## config.mk

```make
export PLATFORM = sky130hd
export DESIGN_NAME = pc_unit
export DESIGN_NICKNAME = d
export VERILOG_FILES = /design/src/rtl/pc_unit.sv
export SDC_FILE = /design/constraint.sdc
export NUM_CORES = 1
export LEC_CHECK = 0
export ABC_CLOCK_PERIOD_IN_PS = 2800
export CORE_MARGIN = 8
export CORE_UTILIZATION = 45
export DETAILED_ROUTE_END_ITERATION = 10
export MAX_ROUTING_LAYER = met4
export PLACE_DENSITY_LB_ADDON = 0.12
export SLEW_MARGIN = 15
export SYNTH_ARGS = -nofsm -noshare
export SYNTH_HDL_FRONTEND = slang
export SYNTH_SLANG_ARGS = --single-unit
```

## constraint.sdc

```tcl
create_clock -name clk -period 2.8 [get_ports clk]
set_input_delay 0.42 -clock clk [delete_from_list [all_inputs] [get_ports clk]]
set_output_delay 0.42 -clock clk [all_outputs]
set_load 0.005 [all_outputs]
```

## src/rtl/pc_unit.sv

```systemverilog
// Program counter / fetch controller: sequences instruction fetches, applies
// redirects from the branch unit, and traps misaligned redirect targets.
module pc_unit #(
   parameter int unsigned  N            = 32,
   parameter logic [N-1:0] RESET_VECTOR = '0
) (
   input  logic         clk,
   input  logic         rst_n,
   input  logic [N-1:0] pc_new,
   input  logic         branch_taken,
   input  logic [N-1:0] branch_target,
   input  logic         stall,
   input  logic         halt,
   input  logic         imem_ready,
   output logic [N-1:0] address,
   output logic         imem_req,
   output logic         instr_valid,
   output logic         misalign,
   output logic [N-1:0] trap_addr,
   output logic [31:0]  fetch_count
);

   typedef enum logic [1:0] {
      IDLE   = 2'b00,
      FETCH  = 2'b01,
      HALTED = 2'b10,
      TRAP   = 2'b11
   } state_t;

   state_t state;
   logic   retire;

   // Request and retire are combinational so memory handshakes complete in-cycle.
   always_comb begin
      imem_req    = (state == FETCH);
      retire      = imem_req & imem_ready & ~stall;
      instr_valid = retire;
   end

   always_ff @(posedge clk or negedge rst_n) begin
      if (!rst_n) begin
         state       <= IDLE;
         address     <= RESET_VECTOR;
         misalign    <= 1'b0;
         trap_addr   <= '0;
         fetch_count <= '0;
      end else begin
         case (state)
            IDLE: state <= FETCH;
            FETCH: begin
               if (retire) begin
                  fetch_count <= fetch_count + 32'd1;
                  // Halt outranks any redirect presented alongside it.
                  if (halt) begin
                     state <= HALTED;
                  end else if (branch_taken) begin
                     if (branch_target[1:0] == 2'b00) begin
                        address <= branch_target;
                     end else begin
                        trap_addr <= branch_target;
                        misalign  <= 1'b1;
                        state     <= TRAP;
                     end
                  end else begin
                     address <= pc_new;
                  end
               end
            end
            HALTED: state <= HALTED;
            TRAP:   state <= TRAP;
            default: state <= IDLE;
         endcase
      end
   end

endmodule

```

## After elaboration in Yosys (flattened, before gate mapping)

Cells that the tools add are included.
Widths: inputs -> output; s select.

- Flip-flop bits (word level): 99

- Reduce and logical (&&, ||, !) cells: 6
- $add $sub $neg: 1
- Bitwise gates (word level): 5
- Mux-type cells: 7
- Eq/ne operators: 7

Operators by type and width:

| kind | count |
|---|---|
| $mux 32 | 2 |
| $add 32x1->32 const B | 1 |
| $mux 2 | 4 |
| $pmux 2 s4 | 1 |
| $ne 3x3->1 const B | 2 |
| $reduce_and 5->1 | 1 |
| $eq 2x2->1 const B | 2 |
| $logic_not 2->1 | 2 |
| $ne 2x1->1 const B | 2 |
| $reduce_and 4->1 | 1 |
| $not 1->1 | 3 |
| $reduce_and 3->1 | 1 |
| $and 1x1->1 | 2 |
| $eq 2x1->1 const B | 1 |
| $reduce_and 2->1 | 1 |

## Longest topological paths before layout

- Depth in word-level cells: 6
- Mapped depth: 7
- Mapped depth without buffers: 5

## Worst setup path before layout

No wires, ideal clock.

- Path kind: input port to flip-flop
- Start point: input port stall
- End point: register trap_addr[0]
- Required time: 2,675 ps
- Slack: 1,080 ps
- Stages on the path: 7
- Arrival: 1,595 ps
- Cells stage by stage: nand4bb_4 inv_2 buf_6 and3_1 buf_6 buf_6 mux2_4

- Word-level cells in the longest chain between the ends: 3

RTL lines:

| what | RTL line | source |
|---|---|---|
| start, declared | 12 | `input logic stall,` |
| $not 1->1 | 36 | `retire = imem_req & imem_ready & ~stall;` |
| $and 1x1->1 | 36 |  |
| via instr_valid | 17 | `output logic instr_valid,` |
| $reduce_and 5->1 (no line) | - |  |
| end signal, assigned | 60 | `trap_addr <= branch_target;` |
| end, declared | 19 | `output logic [N-1:0] trap_addr,` |

The timed path passes the listed nets, and every way through them passes these cells.
A chain may end at the register's enable or synchronous reset.

## Final worst setup path

- Start point: input port stall
- End point: output port instr_valid

- Word-level cells in the longest chain between the ends: 2

RTL lines:

| what | RTL line |
|---|---|
| $not 1->1 | 36 |
| $and 1x1->1 | 36 |
| end, declared | 17 |

Every way passes these cells.

==> impl_metrics.tcl <==
set metrics [dict create \
    status "complete, no violations" \
    synth_edf_count 0 \
    cts_resized 0 \
    worst-path-max-fanout 12 \
    die_h_um 116 \
    period_needed_ns 2.26 \
    vdd_drop_max_v 0.000459 \
    areaGrowthSynthToFinish_pct 44.0 \
    endpoint_kind "output port" \
    cp_cell_sequence "clkdlybuf4s50_1 > nand4bb_4 > inv_2 > clkdlybuf4s50_1" \
    vias_per_cell 4.94 \
    combPwrFrac_pct 37.8 \
    place_congestion 0.746 \
    numCtsBuffers 9 \
    min_period_over_period_pct 80.6 \
    synth.distinct_cells 35 \
    cts_sinks 99 \
    swShare_pct 28.1 \
    report.final.slew_viol_count 0 \
    skew_ns 0.00947 \
    avgSynthCellArea_um2 12.8 \
    startpoint "stall" \
    syn_inst 350 \
    ys_ff_latch 99 \
    slowest_stage "clkdlybuf4s50_1" \
    crit_required_ns 2.38 \
    fill_cells 767 \
    antenna_found_initial 1 \
    report.final.hold_viol_count 0 \
    drive_gt1_share_pct 13.9 \
    ioPinCount 169 \
    synth_ff_type "dfrtp_1" \
    drt_first_pass_iters 4 \
    worstReg2RegEnd "fetch_count[24]" \
    grt_max_degree 63 \
    finalSetupViolations 0 \
    r2r_slack_ns 0.87 \
    placementRows 36 \
    fmax_mhz 443 \
    vias 3227 \
    drt_iter0_drc 107 \
    drcViolationCount 0 \
    grt_pass1_wl_um 17800 \
    ys_warn_count 0 \
    clk_path_buf_depth 2 \
    cts.htree.levels 3 \
    critPathKind "in -> out" \
    grt-ovfl-total 0 \
    power_density_mw_per_mm2 768 \
    start_util_pct 46.0 \
    core_area_mm2 0.00973 \
    critPathMostFrequentCell "clkdlybuf4s50_1" \
    crit_buf_inv 3 \
    cts_tree "built" \
    die_x_um 116 \
    fin_setup_tns_ns 0 \
    dieArea_mm2 0.0134 \
    final_util_pct 66.3 \
    path_delay_family "buffers and inverters" \
    syn_nets 421 \
    worst_pin_slew_ns 0.848 \
    path_depth 4 \
    pwr-share-clk_pct 17.6 \
    p_int_mw 3.56 \
    arrival_ns 1.84 \
    worst_setup_path_start_kind "input port" \
    drtAntennaViolNets 0 \
    numPortBuffers 168 \
    first_global_vias 3536 \
    wl_um 11300 \
    hp-class "in -> async" \
    grtUsageTotal_pct 17.6 \
    p_switching_mw 1.39 \
    clock_latency_ns 0.35 \
    drt-wirelength-per-cell_um 17.3 \
    cts_hold_buffers 0 \
    ys_seq_area_share_pct 55.3 \
    crit_end "instr_valid" \
    dpl.hpwl_um 8550 \
    critical_path.max_stage_delay_ns 0.54 \
    synth_area_mm2 0.00448 \
    power.leakage_nw 2.91 \
    root_buffer "clkbuf_8" \
    reg2reg_from "fetch_count[12]" \
    slew_headroom_pct 43.0 \
    seq_power_share_pct 44.6 \
    final_nets 585 \
    synthArstFlopShare_pct 100 \
    ff2ff_path_depth 4 \
    rsz0062_at_grt "no" \
    maxCapViolations 0 \
    postCtsSetupRepairBufs 0 \
    path_clk_slew_ns 0.10 \
]
==> logic make-up after synthesis <==
group	Yosys count	share of synthesized area, %
mux	62	17.2
simple gates	95	13.5
buf+inv	27	3.49
compound gates	35	3.97
xor+xnor	31	6.23
fa+ha+maj	1	0.279
flops	99	55.3
==> synthesized netlist by cell type (5+ instances only) <==
library cell   n  share of area (%)
a21oi_1       30                3.4
and3_1        10                1.4
and4_1         6                1.2
buf_2          8               0.89
buf_6          6                1.5
clkbuf_1       6               0.50
dfrtp_1       99                 55
inv_1          6               0.50
mux2_4        29                9.7
mux2i_1       30                6.7
nand2_1       11               0.92
nand3_1        5               0.56
nand4_1        8                1.1
nand4_2        7                2.0
nor2_1        33                2.8
xnor2_1       25                4.9
xor2_1         5               0.98
==> how the worst min path moves through the flow <==
stage                   from         endpoint  slack, ns
finish                 rst_n  fetch_count[10]       0.05
global route           rst_n   fetch_count[7]       0.09
CTS                    rst_n  fetch_count[10]       0.06
detailed placement  misalign         misalign       0.45
global placement       rst_n  fetch_count[15]       0.45
floorplan              rst_n       address[0]       0.12
==> power groups by stage <==
stage	Combinational [mW]	Clock (mW)	Sequential (mW)
CTS	1.92	0.907	2.21
global route	2.03	0.953	2.27
finish	1.87	0.874	2.21
floorplan	0.599	0	2.23
global placement	1.88	0	2.21
detailed placement	1.91	0	2.22
==> per-layer routing <==
metal  vias up  track usage [%]  wire [um]
met5         -                -          0
met4         0             8.73        339
met3        21             5.47        856
met2       101             28.8       5710
met1      1563             19.0       4420
li1       1542                -          -
==> worst register-to-register path, cell delays in order (launching register included) <==
cell	delay (ns)
dfrtp_1	0.49
nand4_4	0.17
nor4_4	0.78
nand3_1	0.21
xnor2_1	0.18
==> placed cells by master (no fill, tap or decap), types with 2 or more instances in the layout <==
cell type          n
nand4_2            7
buf_4              4
and3_1             9
buf_12             2
xor2_1             5
a21oi_1           30
mux2_4            29
clkinvlp_4         2
dfrtp_1           99
xnor2_1           25
and4_1             6
and2_1             4
mux2i_1           30
o21ai_0            4
nand4_1            8
mux2_2             3
clkbuf_8          11
nand3_1            5
nand2_1           11
inv_1              6
clkdlybuf4s50_1  166
nor2_1            33
clkinv_4           2
==> cell type report <==
class	count	area (um2)	area share, %
Inverter	7	26.3	0.407
Antenna cell	1	2.50	0.0388
Timing Repair Buffer	173	1740	26.9
Tap cell	133	166	2.58
Clock buffer	11	151	2.35
Multi-Input combinational cell	224	1850	28.7
Sequential cell	99	2480	38.4
Clock inverter	5	37.5	0.582
==> sequential cells by signal, summed over array words and instances, names as in the netlist <==
| register | count |
|---|---|
| address | 32 |
| trap_addr | 32 |
| fetch_count | 32 |
| state | 2 |
| misalign | 1 |
==> per-stage QoR <==
stage,hold WS (ns),std cells,instance area (um2),setup slack (ns),total power [mW]
finish,0.0502,653,6450,0.543,4.96
global route,0.0880,653,6450,0.466,5.26
CTS,0.0592,652,6450,0.522,5.04
detailed placement,0.451,636,6260,0.444,4.14
global placement,0.453,636,6260,0.506,4.10
floorplan,0.124,350,4480,1.08,2.83
No activity file was read; power rests on OpenSTA's default activity.
